File: src/rtl/pipe_credit_buffer.sv
// Credit-gated output FIFO for a non-stalling fixed-latency pipeline tail.
// Define PIPE_CREDIT_BUFFER_OVF_CHK_EN to add the sticky ovf_err output.
module pipe_credit_buffer #(
    parameter int DATA  = 32,
    parameter int DEPTH = 16
) (
    input  logic            clk,
    input  logic            reset,
    input  logic            issue_req,
    output logic            issue_gnt,
    input  logic            pipe_valid,
    input  logic [DATA-1:0] pipe_data,
    output logic            out_valid,
    output logic [DATA-1:0] out_data,
    input  logic            out_ready,
    output logic [6:0]      credits
`ifdef PIPE_CREDIT_BUFFER_OVF_CHK_EN
    ,
    output logic            ovf_err
`endif
);

    localparam int             PW   = (DEPTH > 1) ? $clog2(DEPTH) : 1;
    localparam logic [PW-1:0]  LAST = PW'(DEPTH - 1);
    localparam logic [6:0]     FULL = 7'(DEPTH);

    logic [DATA-1:0] r_mem [DEPTH];
    logic [PW-1:0]   r_wptr;
    logic [PW-1:0]   r_rptr;
    logic [6:0]      r_cnt;
    logic [6:0]      r_credits;
    logic [DATA-1:0] r_out_data;

    logic            w_full;
    logic            w_pop;
    logic            w_push;
    logic            w_fire;
    logic [PW-1:0]   w_rptr_nxt;
    logic [6:0]      w_cnt_nxt;
    logic            w_head_is_new;

    function automatic logic [PW-1:0] ptr_inc(input logic [PW-1:0] p);
        return (p == LAST) ? '0 : p + 1'b1;
    endfunction

    assign issue_gnt  = (r_credits != 7'd0);
    assign credits    = r_credits;
    assign out_valid  = (r_cnt != 7'd0);
    assign out_data   = r_out_data;

    assign w_full     = (r_cnt == FULL);
    assign w_pop      = out_valid & out_ready;
    assign w_push     = pipe_valid & (~w_full | w_pop);
    assign w_fire     = issue_req & issue_gnt;
    assign w_rptr_nxt = w_pop ? ptr_inc(r_rptr) : r_rptr;
    assign w_cnt_nxt  = r_cnt + {6'b0, w_push} - {6'b0, w_pop};
    // The new word becomes the head only when it lands in the slot the read pointer moves to.
    assign w_head_is_new = w_push & (w_rptr_nxt == r_wptr);

    always_ff @(posedge clk) begin
        if (w_push) begin
            r_mem[r_wptr] <= pipe_data;
        end
    end

    always_ff @(posedge clk or negedge reset) begin
        if (!reset) begin
            r_wptr     <= '0;
            r_rptr     <= '0;
            r_cnt      <= '0;
            r_credits  <= FULL;
            r_out_data <= '0;
        end else begin
            if (w_push) begin
                r_wptr <= ptr_inc(r_wptr);
            end
            r_rptr    <= w_rptr_nxt;
            r_cnt     <= w_cnt_nxt;
            r_credits <= r_credits - {6'b0, w_fire} + {6'b0, w_pop};
            // Registered head keeps out_data free of any combinational path from pipe_*.
            if (w_cnt_nxt != 7'd0) begin
                r_out_data <= w_head_is_new ? pipe_data : r_mem[w_rptr_nxt];
            end
        end
    end

`ifdef PIPE_CREDIT_BUFFER_OVF_CHK_EN
    logic r_ovf;

    always_ff @(posedge clk or negedge reset) begin
        if (!reset) begin
            r_ovf <= 1'b0;
        end else begin
            // Second term only fires if the grant is ever overridden outside this block.
            r_ovf <= r_ovf | (pipe_valid & w_full & ~w_pop) | (w_fire & (r_credits == 7'd0));
        end
    end

    assign ovf_err = r_ovf;
`endif

endmodule

File: config.mk
export PLATFORM = sky130hd
export DESIGN_NAME = pipe_credit_buffer
export DESIGN_NICKNAME = d
export VERILOG_FILES = /design/src/rtl/pipe_credit_buffer.sv
export SDC_FILE = /design/constraint.sdc
export NUM_CORES = 1
export LEC_CHECK = 0
export ABC_AREA = 1
export CORE_ASPECT_RATIO = 1.2
export CORE_MARGIN = 1.5
export CORE_UTILIZATION = 56
export CTS_BUF_LIST = sky130_fd_sc_hd__clkbuf_8
export CTS_CLUSTER_DIAMETER = 120
export DETAILED_ROUTE_END_ITERATION = 8
export PLACE_DENSITY = 0.74
export SLEW_MARGIN = 15
export SYNTH_ARGS = -nofsm -noshare
export SYNTH_HDL_FRONTEND = slang
export SYNTH_SLANG_ARGS = --single-unit
File: constraint.sdc
create_clock -name clk -period 4.7 [get_ports clk]
set_clock_uncertainty 0.2 [all_clocks]
set_input_delay 0.47 -clock clk [delete_from_list [all_inputs] [get_ports clk]]
set_output_delay 0.47 -clock clk [all_outputs]
set_load 0.01 [all_outputs]
==> flow_metrics.py <==
metrics = {
    "sta": {
        "fmax_mhz": 250,
        "setup_repair_after_global_routing_missed_its_margin": "no",
        "final_max_slew_viol_count": 0,
        "finalWorstPathRequiredPeriod_ns": 4.00,
        "report.final.hold_viol_count": 0,
        "worst_hold_slack_ns": 0.303,
        "tightestPinTransition_ns": 0.935,
        "slew_headroom_pct": 37.4,
        "final-setup-viol-count": 0,
        "post-route-period-util_pct": 85.0,
        "setup_total_negative_slack_ns": 0,
    },
    "placement": {
        "dp.cells": 3235,
        "place_hpwl_um": 36600,
        "gp_routability_congestion": 0.861,
        "place.port_buffers": 77,
    },
    "grt": {
        "first_global_vias": 18700,
        "grt_pass1_wl_um": 102000,
        "grt_antenna_before_repair": 1,
        "grt_start_max_net_pins": 130,
        "global_route.overflow_total": 0,
        "global_route.usage.total_pct": 28.7,
    },
    "floorplanning": {
        "die-area_mm2": 0.0475,
        "rows": 86,
        "fp.coreArea_mm2": 0.0457,
        "fp.dieH_um": 238,
        "die_x_um": 199,
        "floorplan.initialDensity_pct": 56.6,
        "io_pins": 78,
    },
    "synthesis": {
        "synthDominantAreaCellType": "edfxtp_1",
        "mappedNetlistNets": 2686,
        "post_synth_main_area_contributors": "edfxtp_1 59%, nand3_1 13%, inv_1 9.0%",
        "synth_simple_gate_area_share_pct": 21.6,
        "post-synth-top-count-cell": "nand3_1",
        "synth-seq-area-share_pct": 64.7,
        "number_of_synthesized_flops_with_an_enable_pin": 512,
        "postSynthCellCount": 2625,
        "synth-compound-area-share_pct": 0.450,
        "synth-async-reset-ratio_pct": 9.54,
        "yosys_most_used_dff": "edfxtp_1",
        "synthTopCellsByCount": "683 x nand3_1, 620 x inv_1, 517 x nand2_1",
        "synth_cell_type_count": 34,
        "synth_top_family_by_area": "simple AND/OR/NAND/NOR gates",
        "syn_area_per_cell_um2": 9.85,
        "area_share_of_the_largest_cell_type_after_synthesis_pct": 59.4,
        "yosys-mux-area-fraction_pct": 0,
        "syn-cell-area_mm2": 0.0259,
        "yosysWarningCount": 0,
        "synthXorXnorAreaFrac_pct": 0.474,
        "synth-seq-cells": 566,
        "synth_adder_area_share_pct": 1.22,
    },
    "cells_and_area": {
        "nets": 2769,
        "layoutNonFillerInstCount": 3398,
        "n_fill_cell": 3522,
        "drive_above_1_share_pct": 7.41,
        "seqCellArea_mm2": 0.0167,
        "multi_input_area_mm2": 0.00633,
        "finish.utilization_pct": 63.7,
        "areaGrowthSynthToFinish_pct": 12.7,
    },
    "clock_network": {
        "clk-insertion-delay-late_ns": 0.67,
        "cts.path.max_buffers": 3,
        "htree_levels": 3,
        "cts_hold_buf": 1,
        "cts.clk_slew.worst_paths_ns": 0.06,
        "clock-sinks": 566,
        "post_cts_buffers": 0,
        "cts-resized-gates": 0,
        "cts_tree": "built",
        "tritoncts.num_buffers": 86,
        "clockRootBuffer": "clkbuf_8",
    },
    "pwr": {
        "p_leak_nw": 13.0,
        "powerDensity_mw_per_mm2": 561,
        "ir_worst_vdd_v": 0.000380,
    },
    "worst_setup_path": {
        "worst_ep_arrival_time_ns": 4.40,
        "crit-reg2reg-capture": "out_data[3]$_DFFE_PN0P_",
        "crit_path_max_fanout": 25,
        "reg2reg_from": "r_cnt[4]$_DFF_PN0_",
        "worst_r2r_path_depth": 24,
        "timing.critical_path.required_ns": 5.10,
        "ff2ff_setup_slack_ns": 0.70,
        "crit_type": "reg -> reg",
        "worst_setup_ep_type": "register",
        "timing.critical_path.from_type": "register",
    },
    "routing": {
        "detailedRoute.firstIterationViolations": 2051,
        "route.antenna.remaining_nets": 0,
        "vias": 18800,
        "via_per_inst": 5.54,
        "drt-total-wl_um": 66300,
        "wl_per_cell_um": 19.5,
        "drtPass1Iterations": 6,
        "drc": 0,
    },
    "min_path": {
        "worst_hold_startpoint": "out_data[8]$_DFFE_PN0P_",
        "worst_hold_path_type": "reg -> reg",
        "timing.hold.worst_endpoint": "out_data[8]$_DFFE_PN0P_",
        "hold_path_depth": 2,
    },
    "flow_run": {
        "drv_cap": 0,
    },
    "outcome": {
        "outcome": "finished, final reports clean",
    },
}
worst max-delay path, cell delays in order (launching register included):
cell and delay, ns:
dfrtp_1 0.35, inv_1 0.06, ha_1 0.19, inv_1 0.05, nor2_1 0.04, nand3_2 0.14
nand2_2 0.07, buf_4 0.20, nor2_1 0.19, inv_1 0.08, nand2_1 0.07, ha_1 0.18
inv_1 0.07, fa_1 0.43, inv_1 0.10, a21oi_1 0.06, o21ai_0 0.19, xor2_1 0.22
nand2_1 0.08, nor2_1 0.12, nand3_2 0.08, inv_1 0.32, buf_12 0.26, nand2_1 0.10
nand2_1 0.08
registers in the layout, summed over array words and instances (netlist names):
signal	flops
r_cnt	7
credits	7
out_data	32
r_wptr	4
r_mem	512
r_rptr	4
cell type report:
type | count | area share, %
Timing Repair Buffer | 131 | 4.50
Sequential cell | 566 | 57.4
Antenna cell | 1 | 0.00859
Inverter | 621 | 8.00
Multi-Input combinational cell | 1302 | 21.7
Clock inverter | 60 | 0.970
Clock buffer | 101 | 4.77
Tap cell | 616 | 2.64
cells in the final DEF, fill, tap and decap left out, types with 3 or more instances in the layout:
| master | instances |
|---|---|
| nand2_1 | 515 |
| edfxtp_1 | 512 |
| clkbuf_8 | 101 |
| buf_4 | 42 |
| xor2_1 | 11 |
| clkdlybuf4s50_1 | 76 |
| dfrtp_1 | 53 |
| nor2_1 | 10 |
| nor2_4 | 18 |
| nand2_2 | 4 |
| nand3_1 | 680 |
| o21ai_0 | 7 |
| buf_12 | 11 |
| inv_1 | 646 |
| a21oi_1 | 5 |
| ha_1 | 22 |
| clkinv_1 | 18 |
| nand4_1 | 3 |
| nand3_2 | 3 |
| xnor2_1 | 3 |
| clkinv_2 | 11 |
logic make-up after synthesis:
logic type / after synthesis
AO/OA/AOI/OAI: 20
XOR/XNOR: 14
buffers and inverters: 757
AND/OR/NAND/NOR: 1244
flip-flops: 566
adder cells (fa/ha/maj): 24
routing by layer:
layer	vias up	share of wire, %	track usage (%)
met1	8921	38	36.8
met2	1097	48	47.4
met5	-	0	0
met4	0	3.8	14.1
met3	183	10	4.88
li1	8636	-	-
worst max-delay path by stage:
stage	from	end	slack, ns	cells after the start
2_1_floorplan	r_cnt[4]$_DFF_PN0_	out_data[0]$_DFFE_PN0P_	1.13	27
3_3_place_gp	out_ready	out_data[13]$_DFFE_PN0P_	0.71	20
3_5_place_dp	out_ready	out_data[22]$_DFFE_PN0P_	0.54	20
4_1_cts	r_cnt[4]$_DFF_PN0_	out_data[3]$_DFFE_PN0P_	0.71	24
5_1_grt	r_cnt[5]$_DFF_PN0_	out_data[3]$_DFFE_PN0P_	0.44	24
6_report	r_cnt[4]$_DFF_PN0_	out_data[3]$_DFFE_PN0P_	0.70	24
power by group:
group / internal [W] / leakage, nW / switching (W) / total (W)
registers: 0.00618 / 5.26 / 0.000326 / 0.00651
logic: 0.00193 / 6.76 / 0.00398 / 0.00590
clock network: 0.00202 / 0.959 / 0.00192 / 0.00394
through the flow:
step | power, W | instance area (µm²) | worst slack (ns)
final | 0.0163 | 29100 | 0.703
after global routing | 0.0172 | 29100 | 0.444
after CTS | 0.0163 | 29100 | 0.714
after detailed placement | 0.0124 | 27500 | 0.542
after global placement | 0.0122 | 27500 | 0.715
after floorplan | 0.0103 | 25900 | 1.13
Note: power is estimated with default switching activity, not from simulation.
